File: src/rtl/eq_run_sequencer_pkg.sv
// Shared types and default address map for the equalizer run sequencer.
package eq_seq_pkg;

    typedef enum logic [2:0] {IDLE, LOAD, RUN, DUMP, FIN} seq_state_t;

    localparam logic [31:0] IMG_BASE_D  = 32'h0000_1000;
    localparam logic [31:0] OUT_BASE_D  = 32'h0000_5000;
    localparam logic [31:0] DONE_ADDR_D = 32'h0000_0FFC;

    // Byte address of word number idx in a pixel buffer starting at base.
    function automatic logic [31:0] pix_addr(input logic [31:0] base, input logic [31:0] idx);
        return base + (idx << 2);
    endfunction

endpackage

File: src/rtl/eq_run_sequencer_if.sv
// Pixel stream, CPU data port, dmem port and status lines of the run sequencer.
interface eq_run_sequencer_if;

    logic        start;
    logic        in_valid;
    logic [7:0]  in_data;
    logic        in_ready;
    logic        out_valid;
    logic [7:0]  out_data;
    logic        out_ready;
    logic        cpu_reset;
    logic        cpu_mem_write;
    logic [31:0] cpu_adr;
    logic [31:0] cpu_wdata;
    logic [31:0] cpu_rdata;
    logic        mem_we;
    logic [31:0] mem_adr;
    logic [31:0] mem_wdata;
    logic [31:0] mem_rdata;
    logic        busy;
    logic        done;
    logic        timeout;

    // The sequencer's view.
    modport master (
        input  start, in_valid, in_data, out_ready,
        input  cpu_mem_write, cpu_adr, cpu_wdata, mem_rdata,
        output in_ready, out_valid, out_data, cpu_reset, cpu_rdata,
        output mem_we, mem_adr, mem_wdata, busy, done, timeout
    );

    // The surrounding system's view: source, sink, CPU and dmem.
    modport slave (
        output start, in_valid, in_data, out_ready,
        output cpu_mem_write, cpu_adr, cpu_wdata, mem_rdata,
        input  in_ready, out_valid, out_data, cpu_reset, cpu_rdata,
        input  mem_we, mem_adr, mem_wdata, busy, done, timeout
    );

endinterface

File: src/rtl/eq_run_sequencer_dmem_port_mux.sv
// Chooses whether the CPU or the sequencer drives the data memory port.
module dmem_port_mux (
    input  logic        sel_cpu,
    input  logic        cpu_we,
    input  logic [31:0] cpu_adr,
    input  logic [31:0] cpu_wdata,
    input  logic        seq_we,
    input  logic [31:0] seq_adr,
    input  logic [31:0] seq_wdata,
    output logic        mem_we,
    output logic [31:0] mem_adr,
    output logic [31:0] mem_wdata
);

    assign mem_we    = sel_cpu ? cpu_we    : seq_we;
    assign mem_adr   = sel_cpu ? cpu_adr   : seq_adr;
    assign mem_wdata = sel_cpu ? cpu_wdata : seq_wdata;

endmodule

File: src/rtl/eq_run_sequencer.sv
// Loads an image into dmem, runs the CPU until its mailbox store, then streams
// the result out; a watchdog aborts runs that never reach the mailbox.
module eq_run_sequencer
    import eq_seq_pkg::*;
#(
    parameter int unsigned N_PIXELS       = 4096,
    parameter logic [31:0] IMG_BASE       = IMG_BASE_D,
    parameter logic [31:0] OUT_BASE       = OUT_BASE_D,
    parameter logic [31:0] DONE_ADDR      = DONE_ADDR_D,
    parameter int unsigned TIMEOUT_CYCLES = 1_000_000
) (
    input logic               clk,
    input logic               reset,
    eq_run_sequencer_if.master bus
);

    localparam int IDX_W = $clog2(N_PIXELS + 1);
    localparam int RC_W  = $clog2(TIMEOUT_CYCLES + 1);
    localparam logic [IDX_W-1:0] IDX_LAST = IDX_W'(N_PIXELS - 1);
    localparam logic [RC_W-1:0]  RC_LAST  = RC_W'(TIMEOUT_CYCLES - 1);

    seq_state_t       state;
    logic [IDX_W-1:0] idx;
    logic [RC_W-1:0]  run_cnt;
    logic             cpu_reset_r;
    logic             done_r;
    logic             timeout_r;
    logic             mailbox_hit;
    logic             seq_we;
    logic [31:0]      seq_adr;
    logic [31:0]      seq_wdata;

    assign mailbox_hit = bus.cpu_mem_write && (bus.cpu_adr == DONE_ADDR);

    always_comb begin
        seq_we    = 1'b0;
        seq_adr   = '0;
        seq_wdata = '0;
        case (state)
            LOAD: begin
                if (bus.in_valid) begin
                    seq_we    = 1'b1;
                    seq_adr   = pix_addr(IMG_BASE, 32'(idx));
                    seq_wdata = {24'b0, bus.in_data};
                end
            end
            DUMP:    seq_adr = pix_addr(OUT_BASE, 32'(idx));
            default: ;
        endcase
    end

    dmem_port_mux u_mux (
        .sel_cpu   (state == RUN),
        .cpu_we    (bus.cpu_mem_write),
        .cpu_adr   (bus.cpu_adr),
        .cpu_wdata (bus.cpu_wdata),
        .seq_we    (seq_we),
        .seq_adr   (seq_adr),
        .seq_wdata (seq_wdata),
        .mem_we    (bus.mem_we),
        .mem_adr   (bus.mem_adr),
        .mem_wdata (bus.mem_wdata)
    );

    always_ff @(posedge clk or posedge reset) begin
        if (reset) begin
            state       <= IDLE;
            idx         <= '0;
            run_cnt     <= '0;
            cpu_reset_r <= 1'b1;
            done_r      <= 1'b0;
            timeout_r   <= 1'b0;
        end else begin
            case (state)
                IDLE, FIN: begin
                    if (bus.start) begin
                        state     <= LOAD;
                        idx       <= '0;
                        done_r    <= 1'b0;
                        timeout_r <= 1'b0;
                    end
                end
                LOAD: begin
                    if (bus.in_valid) begin
                        if (idx == IDX_LAST) begin
                            state       <= RUN;
                            idx         <= '0;
                            run_cnt     <= '0;
                            cpu_reset_r <= 1'b0;
                        end else begin
                            idx <= idx + 1'b1;
                        end
                    end
                end
                RUN: begin
                    if (run_cnt != '1) run_cnt <= run_cnt + 1'b1;
                    // The mailbox store takes priority over a watchdog expiring in the same cycle.
                    if (mailbox_hit) begin
                        state       <= DUMP;
                        cpu_reset_r <= 1'b1;
                    end else if (run_cnt == RC_LAST) begin
                        state       <= FIN;
                        timeout_r   <= 1'b1;
                        cpu_reset_r <= 1'b1;
                    end
                end
                DUMP: begin
                    if (bus.out_ready) begin
                        if (idx == IDX_LAST) begin
                            state  <= FIN;
                            idx    <= '0;
                            done_r <= 1'b1;
                        end else begin
                            idx <= idx + 1'b1;
                        end
                    end
                end
                default: state <= IDLE;
            endcase
        end
    end

    assign bus.in_ready  = (state == LOAD);
    assign bus.out_valid = (state == DUMP);
    assign bus.out_data  = (state == DUMP) ? bus.mem_rdata[7:0] : 8'h00;
    assign bus.cpu_rdata = bus.mem_rdata;
    assign bus.cpu_reset = cpu_reset_r;
    assign bus.busy      = (state == LOAD) || (state == RUN) || (state == DUMP);
    assign bus.done      = done_r;
    assign bus.timeout   = timeout_r;

endmodule
File: src/flat_wrapper.sv
// flat-port wrapper written by rule: the top's interface ports become plain ports
module eq_run_sequencer_flat import eq_seq_pkg::*;
#(
    parameter int unsigned N_PIXELS       = 4096,
    parameter logic [31:0] IMG_BASE       = IMG_BASE_D,
    parameter logic [31:0] OUT_BASE       = OUT_BASE_D,
    parameter logic [31:0] DONE_ADDR      = DONE_ADDR_D,
    parameter int unsigned TIMEOUT_CYCLES = 1_000_000
)
  (clk, reset, bus_start, bus_in_valid, bus_in_data, bus_out_ready, bus_cpu_mem_write, bus_cpu_adr, bus_cpu_wdata, bus_mem_rdata, bus_in_ready, bus_out_valid, bus_out_data, bus_cpu_reset, bus_cpu_rdata, bus_mem_we, bus_mem_adr, bus_mem_wdata, bus_busy, bus_done, bus_timeout);
  eq_run_sequencer_if bus_i ();
  input logic clk;
  input logic reset;
  input wire logic [$bits(bus_i.start)-1:0] bus_start;
  input wire logic [$bits(bus_i.in_valid)-1:0] bus_in_valid;
  input wire logic [$bits(bus_i.in_data)-1:0] bus_in_data;
  input wire logic [$bits(bus_i.out_ready)-1:0] bus_out_ready;
  input wire logic [$bits(bus_i.cpu_mem_write)-1:0] bus_cpu_mem_write;
  input wire logic [$bits(bus_i.cpu_adr)-1:0] bus_cpu_adr;
  input wire logic [$bits(bus_i.cpu_wdata)-1:0] bus_cpu_wdata;
  input wire logic [$bits(bus_i.mem_rdata)-1:0] bus_mem_rdata;
  output wire logic [$bits(bus_i.in_ready)-1:0] bus_in_ready;
  output wire logic [$bits(bus_i.out_valid)-1:0] bus_out_valid;
  output wire logic [$bits(bus_i.out_data)-1:0] bus_out_data;
  output wire logic [$bits(bus_i.cpu_reset)-1:0] bus_cpu_reset;
  output wire logic [$bits(bus_i.cpu_rdata)-1:0] bus_cpu_rdata;
  output wire logic [$bits(bus_i.mem_we)-1:0] bus_mem_we;
  output wire logic [$bits(bus_i.mem_adr)-1:0] bus_mem_adr;
  output wire logic [$bits(bus_i.mem_wdata)-1:0] bus_mem_wdata;
  output wire logic [$bits(bus_i.busy)-1:0] bus_busy;
  output wire logic [$bits(bus_i.done)-1:0] bus_done;
  output wire logic [$bits(bus_i.timeout)-1:0] bus_timeout;
  assign bus_i.start = bus_start;
  assign bus_i.in_valid = bus_in_valid;
  assign bus_i.in_data = bus_in_data;
  assign bus_i.out_ready = bus_out_ready;
  assign bus_i.cpu_mem_write = bus_cpu_mem_write;
  assign bus_i.cpu_adr = bus_cpu_adr;
  assign bus_i.cpu_wdata = bus_cpu_wdata;
  assign bus_i.mem_rdata = bus_mem_rdata;
  assign bus_in_ready = bus_i.in_ready;
  assign bus_out_valid = bus_i.out_valid;
  assign bus_out_data = bus_i.out_data;
  assign bus_cpu_reset = bus_i.cpu_reset;
  assign bus_cpu_rdata = bus_i.cpu_rdata;
  assign bus_mem_we = bus_i.mem_we;
  assign bus_mem_adr = bus_i.mem_adr;
  assign bus_mem_wdata = bus_i.mem_wdata;
  assign bus_busy = bus_i.busy;
  assign bus_done = bus_i.done;
  assign bus_timeout = bus_i.timeout;
  eq_run_sequencer #(.N_PIXELS(N_PIXELS), .IMG_BASE(IMG_BASE), .OUT_BASE(OUT_BASE), .DONE_ADDR(DONE_ADDR), .TIMEOUT_CYCLES(TIMEOUT_CYCLES)) u_core (.clk(clk), .reset(reset), .bus(bus_i));
endmodule
File: config.mk
export PLATFORM = sky130hd
export DESIGN_NAME = eq_run_sequencer_flat
export DESIGN_NICKNAME = d
export VERILOG_FILES = /design/src/rtl/eq_run_sequencer_pkg.sv /design/src/rtl/eq_run_sequencer_if.sv /design/src/rtl/eq_run_sequencer_dmem_port_mux.sv /design/src/rtl/eq_run_sequencer.sv /design/src/flat_wrapper.sv
export SDC_FILE = /design/constraint.sdc
export NUM_CORES = 1
export LEC_CHECK = 0
export ABC_CLOCK_PERIOD_IN_PS = 2009
export BUFFER_PORTS_ARGS = -buffer_cell sky130_fd_sc_hd__buf_2
export CAP_MARGIN = 20
export CORE_AREA = 2 2 90 109
export DETAILED_ROUTE_END_ITERATION = 8
export DIE_AREA = 0 0 92 111
export PLACE_DENSITY = 0.73
export REMOVE_ABC_BUFFERS = 1
export SKIP_CTS_REPAIR_TIMING = 1
export SLEW_MARGIN = 20
export SYNTH_ARGS = -nofsm -noshare
export SYNTH_HDL_FRONTEND = slang
export SYNTH_SLANG_ARGS = --single-unit
export TNS_END_PERCENT = 20
File: constraint.sdc
create_clock -name clk -period 2.01 [get_ports clk]
set_clock_uncertainty 0.15 [all_clocks]
set_input_delay 0 -clock clk [delete_from_list [all_inputs] [get_ports clk]]
set_output_delay 0 -clock clk [all_outputs]
set_load 0.05 [all_outputs]
==> results.md <==
- Status: finished, final reports clean
- Die Height: 111 um
- Final core utilization: 0.538
- Rel. slew slack: 0.567
- Final worst slack: around 10 ps
- Final Power: 7.31 mW
- Initial antenna violation count: 3
- Worst-path clk slew: around 60 ps
- DRT Pass-1 Iters: 5
- Layout fillers: 866
- Library cells used by synthesis: 61
- CP arrival: 1850 ps
- Fin. Hold Viols: 0
- Hold endpoint: u_core.state[0]
- Crit Path Max Fanout: 20
- DR WL/cell: 19.2 um
- Fraction of layout cells with a size suffix above 1: 0.453
- GP Congestion: roughly 0.96
- Simple-Gate Fraction of Synth Area: 0.318
- TritonCTS clock tree: built
- Site Rows: 39
- I/O pins: 221
- Via count: 3949
- Gate Count Post-Synth: ~390
- Worst skew pair latency: 290 ps
- WHS Path Cells: 5
- Post-Synth Adder-Cell Area: 0.0116
- IO Port Bufs: 172
- Mux share of post-synthesis cell area: 0.00310
- R2r worst-path depth: 7
- Hold path startpoint: bus_cpu_adr[5]
- #FFs+latches synth: 39
- Post-route insts no fill: 725
- Most frequent cell after synthesis: and2_1
- Placed cell area: 4270 um^2
- Die area: 10200 um^2
- Period minus WS final: 2000 ps
- Reg2reg start: u_core.run_cnt[1]
- # clock sinks: 39
- CORE AREA: 9270 um^2
- Tightest Pin Transition: approximately 650 ps
- Layout Area Growth over Synthesis: 54.7%
- Final nets: 713
- Post-Layout Inst Area: around 5000 um^2
- Hold_ws: about 65 ps
- Element type at the critical path end: primary output
- Worst hold-check path type: in -> reg
- Post-synth EDFFs: 0
- Critical setup path kind: reg -> out
- Top cells by area, synth: dfrtp_1, and2_1, buf_4, a22o_1, nand2_1
- CTS buffer count: 5
- Reg-to-reg slack, setup: 30 ps
- LEAKAGE: 2.46 nW
- Largest family of logic cells by synthesized area: simple AND/OR/NAND/NOR gates
- CP startpoint kind: flip-flop
- ANT nets after route: 0
- Synth warn: 0
- Top cell type's share of synthesized area: 0.295
- Drt via density: about 5.4
- Residual DRC: 0
- Max-slew violation count: 0
- Setup TNS: 0 ps
- Post-synth ARST share: 1.00
- Initial DRC Count: 211
- First-pass GRT wire length: 20000 um
- H-tree depth: 2
- Area leader, netlist: dfrtp_1
- Required time at the worst-slack endpoint: around 1900 ps
- Synth top cells by count: and2_1, nand2_1, dfrtp_1
- Final period utilization: 0.995
- Final Routed Wirelength: approximately 14000 um
- Post-Syn Area per Cell: between 8 and 9 um^2
- Post-synthesis xor/xnor area fraction: 0.0109
- Max cap viols: 0
- Sequential share of the synthesized area: 0.303
- Complex-gate fraction of the synthesized area: 0.235
- CTS Buffer Depth: 2
- Gr ovfl total: 0
- Dpl cells: 679
- Top_reg_cell synth: dfrtp_1
- Fmax: 500 MHz
- Gr usage total: 0.247
- Worst R2R End: u_core.state[1]
- RSZ-0062 raised after global routing: yes
- Clock Tree Root: clkbuf_16
- Largest net degree at the start of global routing: 41
- Die width: 92 um
- Post-DP HPWL: 10600 um
- Worst slack at placement: just under 30 ps
- Initial Utilization: 0.348
- Vias in the first global route: 3566
- Max VDD drop: 0.000750 V
- Final setup fails: 0
- Pwr per Cell Area: 1460 nW/um^2
- Mapped cell area: 3230 um^2
area by class of cell:
class                           count  area (um^2)  share of cell area
Tap cell                          123          154              0.0308
Clock inverter                      1         5.00             0.00100
Multi-Input combinational cell    293         1950               0.390
Inverter                            6         22.5             0.00451
Timing Repair Buffer              255         1750               0.350
Sequential cell                    39          980               0.196
Antenna cell                        1         2.50            0.000501
Clock buffer                        7          133              0.0266
how the worst max path moves through the flow:
stage / depth (start not counted) / slack (ps) / to / startpoint
finish: 6 / 10 / bus_mem_adr[1] / u_core.state[0]
global route: 6 / -70 / bus_mem_wdata[21] / u_core.state[0]
detailed placement: 6 / 30 / u_core.run_cnt[4] / u_core.run_cnt[0]
global placement: 5 / 80 / u_core.state[1] / u_core.run_cnt[7]
CTS: 7 / -140 / bus_mem_adr[12] / u_core.state[1]
floorplan: 4 / -1270 / bus_mem_adr[12] / u_core.state[1]
kinds of logic after synthesis:
family | after synthesis
AOI/OAI and AO/OA | 106
xor gates and xnor gates | 4
adders and majority gates | 3
buffers and inverters | 62
DFF | 39
muxes | 1
and+or+nand+nor | 179
placed cells by master, fill, tap and decap left out, types with 4 or more instances in the layout:
master         Yosys  final
nand2_1           42     41
clkbuf_16          0      6
dfrtp_1           38     36
and2_1            44     44
buf_6              2      6
a31oi_1           19     18
a22o_1            22     22
o21a_1             4      4
buf_4             33     75
dlygate4sd3_1      0     27
o21ai_1            4      8
inv_1              5      5
a21oi_1           12     11
nor2_1            18     18
nor3_1            10      9
nand3_1           14     13
and3_1            12     11
nand4_1            7      7
clkbuf_4           0     18
buf_2              7    125
o21ai_0           25     19
sequential cells by signal, indices dropped and copies added (netlist names):
signal and count:
u_core.bus.cpu_reset 1, u_core.bus.done 1, u_core.run_cnt 20, u_core.bus.timeout 1, u_core.state 3, u_core.idx 13
where the power goes:
part	switching (mW)	leakage (nW)	internal, mW	total (mW)
combinational	3.46	1.88	1.86	5.32
clock	0.334	0.0679	0.460	0.794
sequential	0.210	0.516	0.983	1.19
per-layer routing:
metal / vias up / routed length (um) / GRT usage
li1: 1807 / - / -
met1: 1897 / 5480 / 0.276
met2: 207 / 7210 / 0.435
met3: 34 / 957 / 0.101
met4: 4 / 272 / 0.0587
met5: - / 23 / 0
worst max-delay path, stage by stage, from the launching register on:
cell,delay [ps]
dfrtp_2,440
buf_4,170
nor3_4,220
buf_4,170
clkbuf_16,170
and2_1,130
buf_2,250
(Power assumes the default switching activity.)
